<file path="config.mk">
export PLATFORM = sky130hd
export DESIGN_NAME = controle_escrita
export DESIGN_NICKNAME = d
export VERILOG_FILES = /design/src/rtl/controle_escrita.sv
export SDC_FILE = /design/constraint.sdc
export NUM_CORES = 1
export LEC_CHECK = 0
export ABC_AREA = 1
export CAP_MARGIN = 10
export CELL_PAD_IN_SITES_DETAIL_PLACEMENT = 1
export CELL_PAD_IN_SITES_GLOBAL_PLACEMENT = 2
export CORE_AREA = 2 2 192 232
export CTS_CLUSTER_DIAMETER = 40
export CTS_CLUSTER_SIZE = 25
export DETAILED_ROUTE_END_ITERATION = 16
export DIE_AREA = 0 0 194 234
export PLACE_DENSITY = 0.81
export SLEW_MARGIN = 20
export SYNTH_ARGS = -nofsm -noshare
export SYNTH_HDL_FRONTEND = slang
export SYNTH_SLANG_ARGS = --single-unit
</file>
<file path="constraint.sdc">
create_clock -name clock -period 3.4 [get_ports clock]
set_input_delay 0.51 -clock clock [delete_from_list [all_inputs] [get_ports clock]]
set_output_delay 0.51 -clock clock [all_outputs]
set_load 0.1 [all_outputs]
</file>
<file path="src/rtl/controle_escrita.sv">
// Purpose : in-order write-back queue merging memory-load and ALU results onto the register-file write port.
// Latency : an entry accepted at a clock edge is presented (write_reg=1) after the next clock edge.
// Backpressure: mem_ready/ula_ready come from registered free space only; a drain in the same cycle gives no credit.
//
// Ports:
//   clock, reset                    - clock and synchronous active-high reset
//   mem_valid/mem_end/mem_dados     - memory result offer; mem_ready accepts it
//   ula_valid/ula_end/ula_dados     - ALU result offer; ula_ready accepts it
//   write_reg/end_escrita/dados_escrita - register-file write strobe, address, data
//   consulta_end/pendente           - hazard query: is a write to this address queued or on the port
//   ocupacao                        - number of valid queue entries
module controle_escrita #(
  parameter int PROFUNDIDADE = 4  // power of two, at least 2
) (
  input  logic                          clock,
  input  logic                          reset,
  input  logic                          mem_valid,
  input  logic [4:0]                    mem_end,
  input  logic [31:0]                   mem_dados,
  output logic                          mem_ready,
  input  logic                          ula_valid,
  input  logic [4:0]                    ula_end,
  input  logic [31:0]                   ula_dados,
  output logic                          ula_ready,
  output logic                          write_reg,
  output logic [4:0]                    end_escrita,
  output logic [31:0]                   dados_escrita,
  input  logic [4:0]                    consulta_end,
  output logic                          pendente,
  output logic [$clog2(PROFUNDIDADE):0] ocupacao
);

  localparam int AW = $clog2(PROFUNDIDADE);
  localparam int OW = AW + 1;
  localparam logic [OW-1:0] PROF_W = OW'(PROFUNDIDADE);

  typedef struct packed {
    logic [4:0]  ende;
    logic [31:0] dados;
  } entrada_t;

  entrada_t        fila_q [PROFUNDIDADE];
  entrada_t        fila_d [PROFUNDIDADE];
  logic [AW-1:0]   wr_ptr_q, wr_ptr_d;
  logic [AW-1:0]   rd_ptr_q, rd_ptr_d;
  logic [OW-1:0]   ocupacao_q, ocupacao_d;
  logic            write_reg_q, write_reg_d;
  logic [4:0]      end_q, end_d;
  logic [31:0]     dados_q, dados_d;

  logic [OW-1:0]   livre;
  logic            mem_push, ula_push, pop;
  logic [AW-1:0]   ula_slot;
  logic [AW-1:0]   deslocamento;
  logic            achou;

  // Flow control and queue next-state
  always_comb begin
    livre       = PROF_W - ocupacao_q;
    mem_ready   = (livre >= OW'(1));
    // When memory is also offering, it takes the first free slot, so the
    // ALU needs a second one regardless of the memory address.
    ula_ready   = mem_valid ? (livre >= OW'(2)) : (livre >= OW'(1));

    // Register 0 writes complete the handshake but are dropped here.
    mem_push    = mem_valid && mem_ready && (mem_end != 5'd0);
    ula_push    = ula_valid && ula_ready && (ula_end != 5'd0);
    pop         = (ocupacao_q != '0);

    fila_d      = fila_q;
    ula_slot    = wr_ptr_q + AW'(mem_push);
    if (mem_push) begin
      fila_d[wr_ptr_q] = '{ende: mem_end, dados: mem_dados};
    end
    if (ula_push) begin
      fila_d[ula_slot] = '{ende: ula_end, dados: ula_dados};
    end

    // Pointer arithmetic wraps naturally because the depth is a power of two.
    wr_ptr_d    = wr_ptr_q + AW'(mem_push) + AW'(ula_push);
    rd_ptr_d    = rd_ptr_q + AW'(pop);
    ocupacao_d  = ocupacao_q + OW'(mem_push) + OW'(ula_push) - OW'(pop);

    write_reg_d = pop;
    end_d       = end_q;
    dados_d     = dados_q;
    if (pop) begin
      end_d   = fila_q[rd_ptr_q].ende;
      dados_d = fila_q[rd_ptr_q].dados;
    end
  end

  // Hazard query: scan only the slots between the read pointer and occupancy.
  always_comb begin
    achou        = 1'b0;
    deslocamento = '0;
    for (int i = 0; i < PROFUNDIDADE; i++) begin
      deslocamento = AW'(i) - rd_ptr_q;
      if (({1'b0, deslocamento} < ocupacao_q) && (fila_q[i].ende == consulta_end)) begin
        achou = 1'b1;
      end
    end
    pendente = (consulta_end != 5'd0) &&
               (achou || (write_reg_q && (end_q == consulta_end)));
  end

  always_ff @(posedge clock) begin
    if (reset) begin
      for (int i = 0; i < PROFUNDIDADE; i++) begin
        fila_q[i] <= '0;
      end
      wr_ptr_q    <= '0;
      rd_ptr_q    <= '0;
      ocupacao_q  <= '0;
      write_reg_q <= 1'b0;
      end_q       <= '0;
      dados_q     <= '0;
    end else begin
      for (int i = 0; i < PROFUNDIDADE; i++) begin
        fila_q[i] <= fila_d[i];
      end
      wr_ptr_q    <= wr_ptr_d;
      rd_ptr_q    <= rd_ptr_d;
      ocupacao_q  <= ocupacao_d;
      write_reg_q <= write_reg_d;
      end_q       <= end_d;
      dados_q     <= dados_d;
    end
  end

  assign write_reg     = write_reg_q;
  assign end_escrita   = end_q;
  assign dados_escrita = dados_q;
  assign ocupacao      = ocupacao_q;

endmodule
</file>
==> results of run 1 <==
==> area by class of cell <==
class,count,area [sq um]
clock inverters,15,216
well taps,559,699
clock buffers,17,425
inverters,112,430
fillers,5579,29100
multi-input cells,1529,6970
flip-flops and latches,193,3870
repair buffers,162,1620
==> synth_stat cells, types with 2 or more instances <==
| master | number | area [sq um] |
|---|---|---|
| sky130_fd_sc_hd__nand2_1 | 531 | 1990 |
| sky130_fd_sc_hd__nor2_1 | 352 | 1320 |
| sky130_fd_sc_hd__o21ai_0 | 205 | 1030 |
| sky130_fd_sc_hd__dfxtp_1 | 193 | 3860 |
| sky130_fd_sc_hd__nand3_1 | 156 | 781 |
| sky130_fd_sc_hd__o21ai_1 | 132 | 661 |
| sky130_fd_sc_hd__inv_1 | 104 | 390 |
| sky130_fd_sc_hd__buf_2 | 67 | 335 |
| sky130_fd_sc_hd__clkbuf_1 | 54 | 203 |
| sky130_fd_sc_hd__a22oi_1 | 37 | 278 |
| sky130_fd_sc_hd__a21oi_1 | 28 | 140 |
| sky130_fd_sc_hd__a31oi_1 | 25 | 156 |
| sky130_fd_sc_hd__buf_6 | 14 | 158 |
| sky130_fd_sc_hd__ha_1 | 13 | 163 |
| sky130_fd_sc_hd__a41oi_1 | 12 | 105 |
| sky130_fd_sc_hd__buf_1 | 11 | 41.3 |
| sky130_fd_sc_hd__xor2_1 | 8 | 70.1 |
| sky130_fd_sc_hd__buf_4 | 7 | 52.6 |
| sky130_fd_sc_hd__xnor2_1 | 7 | 61.3 |
| sky130_fd_sc_hd__nand2_2 | 6 | 37.5 |
| sky130_fd_sc_hd__inv_2 | 5 | 18.8 |
| sky130_fd_sc_hd__nor2_2 | 4 | 25.0 |
| sky130_fd_sc_hd__nor3_1 | 3 | 15.0 |
| sky130_fd_sc_hd__clkinv_2 | 2 | 10.0 |
| sky130_fd_sc_hd__nand4_1 | 2 | 12.5 |
| sky130_fd_sc_hd__or2_1 | 2 | 12.5 |
==> layout by cell type (no fill, tap or decap), types with 3 or more instances in the layout <==
cell type and n:
sky130_fd_sc_hd__a41oi_1 12, sky130_fd_sc_hd__clkdlybuf4s50_1 120, sky130_fd_sc_hd__bufinv_16 5, sky130_fd_sc_hd__a21oi_1 28, sky130_fd_sc_hd__nand3_1 155, sky130_fd_sc_hd__nor2_1 351
sky130_fd_sc_hd__ha_1 13, sky130_fd_sc_hd__inv_2 4, sky130_fd_sc_hd__clkinvlp_4 4, sky130_fd_sc_hd__nor2_4 3, sky130_fd_sc_hd__inv_1 102, sky130_fd_sc_hd__a31oi_1 25
sky130_fd_sc_hd__o21ai_1 132, sky130_fd_sc_hd__buf_4 34, sky130_fd_sc_hd__xnor2_1 7, sky130_fd_sc_hd__a22oi_1 37, sky130_fd_sc_hd__nand2_1 529, sky130_fd_sc_hd__o21ai_0 205
sky130_fd_sc_hd__clkbuf_16 17, sky130_fd_sc_hd__clkinv_2 5, sky130_fd_sc_hd__inv_4 3, sky130_fd_sc_hd__nand2_2 7, sky130_fd_sc_hd__dfxtp_1 190, sky130_fd_sc_hd__xor2_1 8
sky130_fd_sc_hd__buf_12 8
==> metrics by stage <==
stage	setup TNS, ns	instances	hold slack, ns	worst slack (ns)
after CTS	0	2587	0.544	0.0690
after detailed placement	0	2555	0.533	0.0204
after global routing	0	2587	0.559	0.0246
after floorplan	-0.0480	1987	0.497	-0.0480
final	0	2587	0.542	0.279
after global placement	0	2555	0.521	0.138
==> critical path, cell delays in order, from the launching register on <==
cell	delay (ns)
sky130_fd_sc_hd__dfxtp_4	0.37
sky130_fd_sc_hd__inv_1	0.13
sky130_fd_sc_hd__ha_1	0.22
sky130_fd_sc_hd__ha_1	0.29
sky130_fd_sc_hd__nand2_1	0.07
sky130_fd_sc_hd__nor3_2	0.21
sky130_fd_sc_hd__nor2_4	0.08
sky130_fd_sc_hd__nand2_4	0.09
sky130_fd_sc_hd__ha_1	0.26
sky130_fd_sc_hd__xor2_1	0.17
sky130_fd_sc_hd__inv_1	0.06
sky130_fd_sc_hd__ha_1	0.16
sky130_fd_sc_hd__o21bai_1	0.16
sky130_fd_sc_hd__fa_1	0.38
sky130_fd_sc_hd__or2_2	0.31
sky130_fd_sc_hd__a21oi_1	0.11
==> worst paths after layout <==
| path | start | end | slack, ns | cells after the start |
|---|---|---|---|---|
| worst max-delay path | ocupacao[1] | ocupacao[2] | 0.28 | 15 |
| worst min-delay path | fila_q[100] | dados_escrita[26] | 0.54 | 2 |
| worst max register to register | ocupacao[1] | ocupacao[2] | 0.28 | 15 |
| worst min register to register | fila_q[100] | dados_escrita[26] | 0.54 | 2 |
==> power groups by stage <==
stage	sequential, uW	clock (uW)	combinational (uW)
4_1_cts	3930	2380	8810
3_5_place_dp	3970	0	8750
2_1_floorplan	5480	0	4690
3_3_place_gp	3930	0	8520
5_1_grt	4060	2450	9640
6_report	3920	2320	8760
==> metal layers <==
layer  GRT usage  vias to the layer above  share of wire
li1            -                     6495              -
met1       0.277                     6571           0.47
met2       0.392                      222           0.49
met3      0.0276                       39          0.030
met4      0.0594                        0          0.013
met5           0                        -              0
==> cell families after synthesis <==
| logic type | Yosys count |
|---|---|
| AO/OA/AOI/OAI | 441 |
| adder cells (fa/ha/maj) | 14 |
| XOR/XNOR | 15 |
| AND/OR/NAND/NOR | 1059 |
| buffers and inverters | 265 |
| flip-flops | 193 |
==> timing repair <==
action,4_1_cts,5_1_grt
gates resized for setup,0,5
endpoints found under the hold margin,0,0
setup endpoints to repair,0,75
==> qor.txt, run 1 <==
Portion of netlist area occupied by mux cells: 0
Pin count of the biggest net entering global routing: 149
Clock slew at reported path FFs: 0.08 ns
Clock Root Buffer: sky130_fd_sc_hd__clkbuf_16
Endpoint class of the critical path: register
Initial antenna violation count: 0
Synth warnings: 0
Portion of total power attributed to combinational logic: 0.584
Number of ports placed on the die boundary: 127
Gate count of the mapped netlist: 1987
Main flop type after synthesis: sky130_fd_sc_hd__dfxtp_1
Power share of the clock group: 0.155
Power per cell area: 1050 nW/um^2
First-pass GRT wire length: 77900 um
Antenna cells: 0
Worst-path fanout max: 6
Height of the die: 234 um
Reg with most FFs: fila_q
Min cycle time layout: 3.12 ns
Number of library cell types mapped by synthesis: 33
Relative slew margins: 0.323
Register share of total power: 0.261
First drt pass iteration count: 5
Drc violations: 0
Gpl congestion: 0.814
Post-detail-place hpwl: 29800 um
Switching power: 8120 uW
Floorplan row count: 84
Util after Layout: 0.329
Vias: 13327
Width of the chip: 194 um
Initial core utilization: 0.277
Sink count of the clock tree: 193
Number of buffers created by CTS: 17
Xor and xnor area share after synthesis: 0.0109
Count of final hold-check violations: 0
Setup Crit Path Kind: register to register
Sequential-to-total area share from yosys stat: 0.322
Simple-gate share of the synthesized area: 0.353
Share of cells above drive strength 1: 0.0508
Endpoints failing setup: 0
Count of maximum capacitance violations: 0
CTS tree: built
Largest buffer count on any clock path: 2
Top achievable clock speed: 0.320 GHz
Final clock period utilization by the worst path: 0.918
Layout Nets: 2112
Worst Tran Pin Value: 1.01 ns
Kind of launch point of the worst setup path: register
Worst EP required: 3.81 ns
Run status: finished clean
Antenna Nets Post-Route: 0
CP arrival: 3.53 ns
Number of flip-flops in the largest register: 148
Slew Viols, Final: 0
Non-Filler Cell Area, Final: 14200 sq um
Syn_area_per_cell: 6.04 sq um
Number of global-route vias before repair: 13736
Compound-Gate Fraction of Synth Area: 0.198
Later-pin clock latency in the skew report: 0.47 ns
DR vias/cell: 5.15
Number of input and output port buffers inserted: 126
Synthesized-area fraction occupied by adder cells: 0.0152
Dominant combinational cell family by area after synthesis: simple AND/OR/NAND/NOR gates
All-Layer GR Usage: 0.219
RSZ-0062 raised after global routing: no
Layout Area Growth over Synthesis: 18.6%
Switching portion of total power: 0.541
Power Total: 15000 uW
Count of flip-flops with a built-in enable after synthesis: 0
Internal Pwr Total: 6890 uW
Area after DPL: 13600 sq um
Class of the most critical hold timing path: register to register
Cell area after technology mapping: 12000 sq um
Static Leakage: 0.00595 uW
Number of synthesized register bits: 193
Starting DRC count in detailed routing: 834
Floorplan core area: 43300 sq um
CTS H-tree lvls: 4
Number of buffers inserted for hold repair after clock tree synthesis: 0
Proportion of synthesized flip-flops having asynchronous set or reset: 0
Final Skew: 0.0128 ns
Wirelength, routed: 49700 um
Overall die area: 45400 sq um
Routed wire per std cell: 19.2 um
Total congestion overflow: 0
Nets in the synthesized netlist: 2084
Count of buffers added by post-CTS timing repair for setup: 0
Peak supply drop: 1.75 mV
Power figures use the tool's default switching activity.
==> run 2, diff against run 1 <==
- PLACE_DENSITY: 0.81 -> 0.84
- RECOVER_POWER: not set -> 50
==> qor.txt, run 2 (synthesis gave the netlist of run 1 again) <==
Endpoint class of the critical path: register
Largest buffer count on any clock path: 2 (unchanged)
Number of input and output port buffers inserted: 126 (unchanged)
Initial core utilization: 0.277 (unchanged)
Placed Cells: 2562 (+0.27%)
Floorplan core area: 43300 sq um (unchanged)
Internal Pwr Total: 6660 uW (-3.2%)
Overall die area: 45400 sq um (unchanged)
Violations in the final reports: capacitance limit, slew limit
Wirelength, routed: 50300 um (+1.1%)
Share of cells above drive strength 1: 0.0506 (-0.000224)
Later-pin clock latency in the skew report: 0.48 ns (about the same)
Cell count of the worst hold path: 2 (unchanged)
Min cycle time layout: 3.15 ns (+0.0248 ns)
Total congestion overflow: 0 (unchanged)
Clock slew at reported path FFs: 0.09 ns (about the same)
All-Layer GR Usage: 0.221 (+0.00177)
Pin count of the biggest net entering global routing: 149 (unchanged)
Smallest setup slack after layout: 0.254 ns (-0.0248 ns)
Count of maximum capacitance violations: 1 (+1)
Gpl congestion: 0.803 (-1.4%)
First drt pass iteration count: 5 (unchanged)
Number of ports placed on the die boundary: 127 (unchanged)
First-pass GRT wire length: 78900 um (+1.4%)
Util after Layout: 0.330 (+0.00124)
Register share of total power: 0.265 (+0.004)
CTS H-tree lvls: 4 (unchanged)
Drc violations: 0 (unchanged)
Count of final hold-check violations: 0 (unchanged)
Final cell count without fillers: 2596 (+0.35%)
DR vias/cell: 5.20 (+1.0%)
Layout Area Growth over Synthesis: 19.0%
CP arrival: 3.55 ns (+0.02 ns)
Slew Viols, Final: 76 (+76)
Switching power: 8150 uW (+0.39%)
Routed wire per std cell: 19.4 um (+0.77%)
Top achievable clock speed: 0.318 GHz (-0.79%)
Starting DRC count in detailed routing: 712 (-15%)
Portion of total power attributed to combinational logic: 0.590 (+0.006)
Width of the chip: 194 um (unchanged)
Power per cell area: 1040 nW/um^2 (-1.6%)
Sink count of the clock tree: 193 (unchanged)
Floorplan row count: 84 (unchanged)
Layout Nets: 2121 (+0.43%)
Antenna Nets Post-Route: 0 (unchanged)
Clock Root Buffer: sky130_fd_sc_hd__clkbuf_16
Run status: complete, but fails checks
Setup Crit Path Kind: register to register
Logic depth of the worst register-to-register path: 15 (unchanged)
CTS tree: built
Number of buffers created by CTS: 17 (unchanged)
Relative slew margins: -0.173 (-0.496)
Antenna cells: 0 (unchanged)
Power share of the clock group: 0.145 (-0.010)
Placement Setup Slack: 0.0747 ns (+0.0543 ns)
Final clock period utilization by the worst path: 0.925 (+0.00729)
Height of the die: 234 um (unchanged)
Worst-path fanout max: 8 (+2)
Post-detail-place hpwl: 30500 um (+2.4%)
Vias: 13509 (+1.4%)
Number of global-route vias before repair: 14076 (+2.5%)
Final Skew: 0.0149 ns (+0.00217 ns)
Initial antenna violation count: 0 (unchanged)
Reg with most FFs: fila_q
Peak supply drop: 2.12 mV (+21%)
Worst Tran Pin Value: 1.76 ns (+0.745 ns)
Endpoints failing setup: 0 (unchanged)
Static Leakage: 0.00607 uW (+2.1%)
RSZ-0062 raised after global routing: no
Count of fill cells added during filler insertion: 5610 (+0.56%)
Commonest non-fill, non-tap cell in the layout: sky130_fd_sc_hd__nand2_1
Most used cells in the layout excluding fill and tap cells: sky130_fd_sc_hd__nand2_1, sky130_fd_sc_hd__nor2_1, sky130_fd_sc_hd__o21ai_0, sky130_fd_sc_hd__dfxtp_1, sky130_fd_sc_hd__nand3_1
Setup TNS: 0 ns (unchanged)
Kind of launch point of the worst setup path: register
Number of flip-flops in the largest register: 148 (unchanged)
Worst EP required: 3.81 ns (about the same)
Switching portion of total power: 0.550 (+0.00903)
Class of the most critical hold timing path: register to register
==> run 2: cell types whose count changed in the layout (fill, tap and decap cells not counted), moves of 3 or more <==
cell	previous run	this run
sky130_fd_sc_hd__buf_12	8	12
sky130_fd_sc_hd__bufinv_16	5	2
sky130_fd_sc_hd__clkbuf_1	0	3
sky130_fd_sc_hd__clkbuf_2	0	3
sky130_fd_sc_hd__clkdlybuf4s50_1	120	82
sky130_fd_sc_hd__dlygate4sd3_1	0	39
sky130_fd_sc_hd__nand2_1	529	532
sky130_fd_sc_hd__nand2_2	7	4
==> run 2: worst paths after layout <==
check / from / endpoint / slack [ns]
worst min register to register: fila_q[119] / dados_escrita[8] / 0.53
worst max register to register: ocupacao[0] / ocupacao[2] / 0.25
worst min-delay path: fila_q[119] / dados_escrita[8] / 0.53
worst max-delay path: ocupacao[0] / ocupacao[2] / 0.25
==> run 2: metrics by stage <==
step | total power (uW) | hold WS (ns) | area (sq um)
after floorplan | 10200 | 0.497 | 12000
after global placement | 12500 | 0.515 | 13700
after detailed placement | 12800 | 0.522 | 13700
after CTS | 15000 | 0.534 | 14300
after global routing | 15900 | 0.554 | 14300
final | 14800 | 0.528 | 14300
==> run 2: metal layers <==
layer	wire (um)	track usage	vias to the layer above	share of wire
met5	0	0	-	0
met3	1760	0.0309	64	0.035
li1	-	-	6514	-
met4	1100	0.0694	0	0.022
met2	24600	0.395	237	0.49
met1	22900	0.274	6694	0.45
==> run 2: timing repair <==
item / 4_1_cts / 5_1_grt
hold buffers: 0 / 0
setup endpoints to repair: 0 / 32
gates resized for setup: 0 / 3
setup buffers: 0 / 2
==> run 2: layout make-up <==
class | instances | area (sq um) | area share
tap | 559 | 699 | 0.0490
multi-input combinational | 1529 | 6970 | 0.488
timing repair buffer | 171 | 1730 | 0.121
clock inverter | 12 | 135 | 0.00946
clock buffer | 20 | 457 | 0.0320
inverter | 112 | 429 | 0.0300
sequential | 193 | 3870 | 0.271
==> run 2: power by group through the flow <==
stage | combinational [uW] | sequential (uW) | clock, uW
2_1_floorplan | 4690 | 5480 | 0
3_3_place_gp | 8580 | 3930 | 0
3_5_place_dp | 8840 | 3980 | 0
4_1_cts | 8890 | 3930 | 2190
5_1_grt | 9620 | 4060 | 2260
6_report | 8740 | 3930 | 2140
==> run 2: critical path, cell delays in order, from the launching register on <==
cell	delay [ns]
sky130_fd_sc_hd__dfxtp_4	0.41
sky130_fd_sc_hd__inv_1	0.08
sky130_fd_sc_hd__ha_1	0.21
sky130_fd_sc_hd__ha_1	0.29
sky130_fd_sc_hd__nand2_1	0.12
sky130_fd_sc_hd__nor3_4	0.06
sky130_fd_sc_hd__nor2_4	0.15
sky130_fd_sc_hd__nand2_4	0.09
sky130_fd_sc_hd__ha_1	0.31
sky130_fd_sc_hd__xor2_1	0.17
sky130_fd_sc_hd__inv_1	0.06
sky130_fd_sc_hd__ha_1	0.16
sky130_fd_sc_hd__o21bai_1	0.17
sky130_fd_sc_hd__fa_1	0.38
sky130_fd_sc_hd__or2_2	0.30
sky130_fd_sc_hd__a21oi_1	0.12
==> run 3, diff against run 2 <==
- CTS_CLUSTER_DIAMETER: 40 -> not set
==> results of run 3 <==
Final layout, timing and power as in run 2 (identical DEF).
